## src/rtl/prog_delay_line_pkg.sv

```systemverilog
// Shared constants and helpers for the programmable delay line.
package prog_delay_line_pkg;

  localparam int unsigned DEF_WIDTH     = 4;
  localparam int unsigned DEF_MAX_DELAY = 8;
  localparam int unsigned DEF_CNT_W     = 8;

  // Popcount operand width; MAX_DELAY must not exceed this.
  localparam int unsigned POP_W = 64;

  function automatic int unsigned clamp_delay(input int unsigned req,
                                              input int unsigned max_dly);
    return (req > max_dly) ? max_dly : req;
  endfunction

  function automatic logic [7:0] popcount(input logic [POP_W-1:0] v);
    logic [7:0] c;
    c = '0;
    for (int unsigned i = 0; i < POP_W; i++) begin
      c = c + {7'b0, v[i]};
    end
    return c;
  endfunction

endpackage

```

## src/rtl/prog_delay_line_if.sv

```systemverilog
// Data/config/status bundle of the delay line; slave = delay line side.
interface prog_delay_line_if
  import prog_delay_line_pkg::*;
#(
    parameter int unsigned WIDTH     = DEF_WIDTH,
    parameter int unsigned MAX_DELAY = DEF_MAX_DELAY,
    parameter int unsigned CNT_W     = DEF_CNT_W
);
    localparam int unsigned DLY_W = $clog2(MAX_DELAY + 1);

    logic             en;
    logic [WIDTH-1:0] in;
    logic [DLY_W-1:0] cfg_delay;
    logic [WIDTH-1:0] out;
    logic             out_valid;
    logic             busy;
    logic             flush;
    logic [CNT_W-1:0] drop_cnt;

    modport master (
        output en, in, cfg_delay,
        input  out, out_valid, busy, flush, drop_cnt
    );

    modport slave (
        input  en, in, cfg_delay,
        output out, out_valid, busy, flush, drop_cnt
    );

endinterface

```

## src/rtl/prog_delay_line_stage_chain.sv

```systemverilog
// Valid+data shift register exposing every stage; clr_i wipes valid bits.
module delay_stage_chain
  import prog_delay_line_pkg::*;
#(
    parameter int unsigned WIDTH     = DEF_WIDTH,
    parameter int unsigned MAX_DELAY = DEF_MAX_DELAY
) (
    input  logic                              clk,
    input  logic                              rst_n,
    input  logic                              clr_i,
    input  logic                              tap0_valid_i,
    input  logic [WIDTH-1:0]                  tap0_data_i,
    output logic [MAX_DELAY:1]                valid_o,
    output logic [MAX_DELAY:1][WIDTH-1:0]     data_o
);

    logic [MAX_DELAY:1]            valid_q, valid_d;
    logic [MAX_DELAY:1][WIDTH-1:0] data_q, data_d;

    always_comb begin
        valid_d = '0;
        data_d  = data_q;
        data_d[1] = tap0_data_i;
        for (int unsigned i = 2; i <= MAX_DELAY; i++) begin
            data_d[i] = data_q[i-1];
        end
        if (!clr_i) begin
            valid_d[1] = tap0_valid_i;
            for (int unsigned i = 2; i <= MAX_DELAY; i++) begin
                valid_d[i] = valid_q[i-1];
            end
        end
    end

    always_ff @(posedge clk or negedge rst_n) begin
        if (!rst_n) begin
            valid_q <= '0;
        end else begin
            valid_q <= valid_d;
        end
    end

    // Payload is qualified by valid_q, so it needs no reset.
    always_ff @(posedge clk) begin
        data_q <= data_d;
    end

    assign valid_o = valid_q;
    assign data_o  = data_q;

endmodule

```

## src/rtl/prog_delay_line.sv

```systemverilog
// Runtime-programmable delay line; a delay change flushes and counts in-flight words.
module prog_delay_line
  import prog_delay_line_pkg::*;
#(
    parameter int unsigned WIDTH     = DEF_WIDTH,
    parameter int unsigned MAX_DELAY = DEF_MAX_DELAY,
    parameter int unsigned CNT_W     = DEF_CNT_W
) (
    input  logic              clk,
    input  logic              rst_n,
    prog_delay_line_if.slave  bus
);

    localparam int unsigned DLY_W = $clog2(MAX_DELAY + 1);

    logic                          en_q;
    logic [WIDTH-1:0]              in_q;
    logic [DLY_W-1:0]              cfg_q, cfg_d, cfg_req;
    logic                          change;
    logic [MAX_DELAY:1]            stage_valid;
    logic [MAX_DELAY:1][WIDTH-1:0] stage_data;
    logic [MAX_DELAY:0]            tap_valid;
    logic [MAX_DELAY:0][WIDTH-1:0] tap_data;
    logic [MAX_DELAY:1]            drop_mask;
    logic [7:0]                    drop_pop;
    logic [CNT_W+7:0]              drop_sum;
    logic                          busy_stage;
    logic [WIDTH-1:0]              out_q, out_d;
    logic                          out_valid_q, out_valid_d;
    logic                          flush_q, flush_d;
    logic [CNT_W-1:0]              drop_cnt_q, drop_cnt_d;

    assign cfg_req = DLY_W'(clamp_delay(32'(bus.cfg_delay), MAX_DELAY));
    assign change  = (cfg_req != cfg_q);

    delay_stage_chain #(
        .WIDTH     (WIDTH),
        .MAX_DELAY (MAX_DELAY)
    ) u_chain (
        .clk          (clk),
        .rst_n        (rst_n),
        .clr_i        (change),
        .tap0_valid_i (en_q),
        .tap0_data_i  (in_q),
        .valid_o      (stage_valid),
        .data_o       (stage_data)
    );

    assign tap_valid = {stage_valid, en_q};
    assign tap_data  = {stage_data, in_q};

    // Stages up to the current tap hold undelivered words: they make us busy
    // and are what a flush discards.
    always_comb begin
        drop_mask  = '0;
        busy_stage = 1'b0;
        for (int unsigned i = 1; i <= MAX_DELAY; i++) begin
            if (i <= 32'(cfg_q)) begin
                drop_mask[i] = stage_valid[i];
                busy_stage   = busy_stage | stage_valid[i];
            end
        end
    end

    assign drop_pop = popcount(POP_W'(drop_mask));
    assign drop_sum = {8'b0, drop_cnt_q} + {{CNT_W{1'b0}}, drop_pop};

    always_comb begin
        cfg_d       = cfg_q;
        out_d       = out_q;
        out_valid_d = tap_valid[cfg_q];
        flush_d     = 1'b0;
        drop_cnt_d  = drop_cnt_q;
        if (change) begin
            cfg_d       = cfg_req;
            out_valid_d = 1'b0;
            flush_d     = 1'b1;
            drop_cnt_d  = (|drop_sum[CNT_W+7:CNT_W]) ? '1 : drop_sum[CNT_W-1:0];
        end else if (tap_valid[cfg_q]) begin
            out_d = tap_data[cfg_q];
        end
    end

    always_ff @(posedge clk or negedge rst_n) begin
        if (!rst_n) begin
            en_q        <= 1'b0;
            cfg_q       <= '0;
            out_q       <= '0;
            out_valid_q <= 1'b0;
            flush_q     <= 1'b0;
            drop_cnt_q  <= '0;
        end else begin
            en_q        <= bus.en;
            cfg_q       <= cfg_d;
            out_q       <= out_d;
            out_valid_q <= out_valid_d;
            flush_q     <= flush_d;
            drop_cnt_q  <= drop_cnt_d;
        end
    end

    always_ff @(posedge clk) begin
        in_q <= bus.in;
    end

    assign bus.out       = out_q;
    assign bus.out_valid = out_valid_q;
    assign bus.busy      = en_q | busy_stage;
    assign bus.flush     = flush_q;
    assign bus.drop_cnt  = drop_cnt_q;

endmodule

```

## src/flat_wrapper.sv

```systemverilog
// flat-port wrapper written by rule: the top's interface ports become plain ports
module prog_delay_line_flat import prog_delay_line_pkg::*;
#(
    parameter int unsigned WIDTH     = DEF_WIDTH,
    parameter int unsigned MAX_DELAY = DEF_MAX_DELAY,
    parameter int unsigned CNT_W     = DEF_CNT_W
)
  (clk, rst_n, bus_en, bus_in, bus_cfg_delay, bus_out, bus_out_valid, bus_busy, bus_flush, bus_drop_cnt);
  prog_delay_line_if #(.WIDTH(WIDTH), .MAX_DELAY(MAX_DELAY), .CNT_W(CNT_W)) bus_i ();
  input  logic clk;
  input  logic rst_n;
  input wire logic [$bits(bus_i.en)-1:0] bus_en;
  input wire logic [$bits(bus_i.in)-1:0] bus_in;
  input wire logic [$bits(bus_i.cfg_delay)-1:0] bus_cfg_delay;
  output wire logic [$bits(bus_i.out)-1:0] bus_out;
  output wire logic [$bits(bus_i.out_valid)-1:0] bus_out_valid;
  output wire logic [$bits(bus_i.busy)-1:0] bus_busy;
  output wire logic [$bits(bus_i.flush)-1:0] bus_flush;
  output wire logic [$bits(bus_i.drop_cnt)-1:0] bus_drop_cnt;
  assign bus_i.en = bus_en;
  assign bus_i.in = bus_in;
  assign bus_i.cfg_delay = bus_cfg_delay;
  assign bus_out = bus_i.out;
  assign bus_out_valid = bus_i.out_valid;
  assign bus_busy = bus_i.busy;
  assign bus_flush = bus_i.flush;
  assign bus_drop_cnt = bus_i.drop_cnt;
  prog_delay_line #(.WIDTH(WIDTH), .MAX_DELAY(MAX_DELAY), .CNT_W(CNT_W)) u_core (.clk(clk), .rst_n(rst_n), .bus(bus_i));
endmodule
```

## config.mk

```make
export PLATFORM = sky130hd
export DESIGN_NAME = prog_delay_line_flat
export DESIGN_NICKNAME = d
export VERILOG_FILES = /design/src/rtl/prog_delay_line_pkg.sv /design/src/rtl/prog_delay_line_if.sv /design/src/rtl/prog_delay_line_stage_chain.sv /design/src/rtl/prog_delay_line.sv /design/src/flat_wrapper.sv
export SDC_FILE = /design/constraint.sdc
export NUM_CORES = 1
export LEC_CHECK = 0
export CORE_MARGIN = 1
export CORE_UTILIZATION = 49
export DETAILED_ROUTE_END_ITERATION = 7
export PLACE_DENSITY = 0.7
export SYNTH_ARGS = -nofsm -noshare
export SYNTH_HDL_FRONTEND = slang
export SYNTH_HIERARCHICAL = 1
export SYNTH_SLANG_ARGS = --single-unit
```

## constraint.sdc

```tcl
create_clock -name clk -period 7.1 [get_ports clk]
set_clock_uncertainty 0.05 [all_clocks]
set_input_delay 1.42 -clock clk [delete_from_list [all_inputs] [get_ports clk]]
set_output_delay 1.42 -clock clk [all_outputs]
set_load 0.005 [all_outputs]
```

==> summary.md <==
| Metric | Value |
|---|---|
| Worst Max-Slew Pin Slew | `0.928 ns` |
| First-pass GRT wire length | `between 7000 and 8000 um` |
| Die footprint | `around 5500 um2` |
| Met1 WL | `between 2000 and 2500 um` |
| Fillcell total | `just under 400` |
| DRT Wirelength | `4490 um` |
| # DRC | `0` |
| WP data arrival | `5.10 ns` |
| CTS max path bufs | `2` |
| Worst-path clk slew | `0.07 ns` |
| CP max stage delay | `around 0.95 ns` |
| Met3 routed WL | `about 190 um` |
| Top cells by area, synth | `dfxtp_1 28%, dfrtp_1 27%, mux4_2 4.4%` |
| GRT Total Usage | `between 10% and 20%` |
| Antenna Nets Post-Route | `0` |
| WL/cell | `approximately 15 um` |
| Number of max-cap violations | `0` |
| RSZ-0062 raised after global routing | `no` |
| Final Hold Viols | `0` |
| CTS tree | `built` |
| CTS H-tree depth | `3` |
| Initial DRC Count | `70` |
| Fin. max-slew vios | `0` |
| Uppermost layer routed | `met4` |
| Cells after DPL | `289` |
| Vias per cell | `5.22` |
| Most used cell, CP | `fa_1` |
| Crit path buffers/inverters | `2` |
| CTS resizes | `0` |
| Cells along the critical path | `nor2_1, a21boi_0, fa_1, inv_1, fa_1, inv_1, fa_1, fa_1, fa_1, a21o_1, a21o_1, nand3_1, nand2_1, mux2_2` |
| Leakage power | `~1.3 nW` |
| Slowest CP cell | `dfrtp_1` |
| Worst IR Drop VDD | `0.000146 V` |
| FF-to-FF setup slack | `2.19 ns` |
| WL met2 | `between 1500 and 2000 um` |
| Via count | `around 1600` |
| Clock Sinks | `63` |
| Number of global-route vias before repair | `approximately 1600` |
| IO Port Bufs | `25` |
| Tcrit/Tclk final | `around 69%` |
| Final setup vio count | `0` |
| Synth Net Count | `between 200 and 250` |
| Worst hold path class | `reg2reg` |
| Startpoint Class | `register` |
| I/O pin total | `26` |
| FF+latch area | `between 1000 and 1500 um2` |
| Final Wtd Congestion | `around 0.79` |
| F_max | `~0.20 GHz` |
| Crit-path leading delay family | `adder cells` |
| Synth Instances | `~200` |
| Chip Height | `about 74 um` |
| CORE AREA | `4850 um2` |
| Largest fanout on the critical path | `21` |
| Req. time, crit path | `about 7.3 ns` |
| Diodes inserted | `0` |
| Post-Syn Area | `approximately 2500 um2` |
| Hold-fix buffers, CTS | `0` |
| Post-layout nets | `between 200 and 300` |
| Synth Flop Type | `dfxtp_1` |
| Initial antenna violation count | `0` |
| Synth warn | `6` |
| Critical path type | `reg2reg` |
| Fraction of registers with async set/reset | `42.9%` |
| Total congestion overflow | `0` |
| Die width | `around 74 um` |
| # rows | `25` |
| Post-DP HPWL | `3030 um` |
| EDFF count, synth | `0` |
| PD cells | `between 200 and 300 nW/um2` |
| Post-CTS Setup Bufs | `0` |
| Post-layout minimum cycle time | `4.91 ns` |
| Count of cell types in the netlist | `41` |
| #FFs+latches synth | `63` |
| Yosys top cell area share | `~28%` |
| Finished Layout Cells | `slightly above 300` |
| Share of post-route cells with drive strength above 1 | `13.4%` |
| DP Area | `between 2000 and 3000 um2` |
| Worst setup EP type | `register` |
| Area of the multi-input gates | `approximately 1100 um2` |
| TritonRoute pass-1 iters | `4` |
| Rel. slew slack | `a little under two fifths` |
| Share of the yosys chip area belonging to registers | `between 50% and 60%` |
| Initial Utilization | `~52%` |
| Leading area contributor after synthesis | `dfxtp_1` |
| CTS Buf Count | `9` |
| Largest net degree at the start of global routing | `28` |
| Setup_tns | `0 ns` |
| Outcome | `complete, no violations` |
| Syn_area_per_cell | `12.4 um2` |
| Area Overhead vs Synth | `19.6%` |
| CTS root buf | `clkbuf_8` |
| Fin area | `roughly 3000 um2` |
| Clk Latency, worst-skew pair | `between 0.3 and 0.4 ns` |
==> state kept, by name (all words and copies together) (netlist names) <==
register,cells
u_core/bus.out,4
u_core/bus.out_valid,1
u_core/u_chain/data_o,32
u_core/u_chain/valid_o,8
u_core/cfg_q,4
u_core/en_q,1
u_core/bus.drop_cnt,8
u_core/in_q,4
u_core/bus.flush,1
==> cells in the final DEF, fill, tap and decap left out, drive strengths merged, types with 3 or more instances in the layout <==
cell type / instances
o21ai: 5
a21oi: 5
mux4: 7
nand3b: 4
nand3: 7
fa: 5
nand2: 10
inv: 9
nor2: 9
clkbuf: 11
nor2b: 17
a22oi: 5
ha: 6
dfrtp: 27
clkdlybuf4s50: 25
dfxtp: 36
mux2i: 6
a31oi: 7
clkinv: 3
mux2: 7
==> logic make-up (layout without fill, tap and decap cells) <==
logic type                 count (synthesis)  in the layout  share of synthesized area, %
DFF                                       63             63                          55.1
and+or+nand+nor                           56             56                          12.2
AOI/OAI and AO/OA                         33             33                          8.84
muxes                                     20             20                          12.0
buffers and inverters                     16             50                          3.16
adders and majority gates                 12             12                          7.31
xor gates and xnor gates                   4              4                          1.38
==> cell usage after synthesis (2+ instances only) <==
library cell   n
o22ai_1        2
nor2_1         9
inv_1          7
clkbuf_1       2
a21oi_1        5
nand3_1        7
mux2i_1        6
o21ai_0        4
nor2b_1       17
buf_6          2
a21boi_0       2
dfrtp_1       27
nand2_1       10
xnor2_1        2
mux2_2         7
mux4_2         5
dfxtp_1       36
mux4_1         2
xor2_1         2
nand3b_1       4
fa_1           5
ha_1           6
a22oi_1        5
a31oi_1        7
and3_1         2
buf_2          4
a21o_1         2
o21a_1         2
==> worst paths after layout <==
kind | start | cells after the start | endpoint
max | u_core/cfg_q[0] | 14 | u_core/bus.drop_cnt[5]
min | u_core/u_chain/data_o[23] | 0 | u_core/u_chain/data_o[27]
max reg2reg | u_core/cfg_q[0] | 14 | u_core/bus.drop_cnt[5]
min reg2reg | u_core/u_chain/data_o[23] | 0 | u_core/u_chain/data_o[27]
max in group asynchronous | rst_n | 2 | u_core/en_q
min in group asynchronous | rst_n | 2 | u_core/bus.out[1]
==> per-stage QoR <==
step           setup slack [ns]  utilization [%]  hold WS [ns]  total power, mW
2_1_floorplan              2.54                -         0.273            0.515
3_3_place_gp               2.30             58.3         0.275            0.597
3_5_place_dp               2.15             58.3         0.280            0.600
4_1_cts                    2.16             62.5         0.295            0.904
5_1_grt                    1.75             62.5         0.301            0.944
6_report                   2.19             62.5         0.292            0.891
==> final cells by class <==
type | count | share of cell area (%)
multi-input cells | 125 | 34.9
clock buffers | 11 | 5.37
repair buffers | 27 | 8.76
clock inverters | 5 | 1.24
well taps | 67 | 2.77
flip-flops and latches | 63 | 46.1
inverters | 7 | 0.868
==> worst reg2reg max path, stage by stage, from the launching register on <==
cell      delay, ns
dfrtp_1        0.95
nor2_1         0.18
a21boi_0       0.31
fa_1           0.45
inv_1          0.09
fa_1           0.39
inv_1          0.08
fa_1           0.43
fa_1           0.48
fa_1           0.45
a21o_1         0.21
a21o_1         0.23
nand3_1        0.20
nand2_1        0.08
mux2_2         0.26
==> power breakdown <==
group,switching (mW),leakage [nW],internal [mW]
Combinational,0.0659,0.547,0.0978
Clock,0.140,0.105,0.159
Sequential,0.0355,0.642,0.393
Total,0.241,1.29,0.650
==> layer usage <==
metal	up-vias	global-route usage, %
li1	780	-
met1	773	27.5
met2	31	25.7
met3	9	7.96
met4	0	10.5
met5	-	0
(Power assumes the default switching activity.)
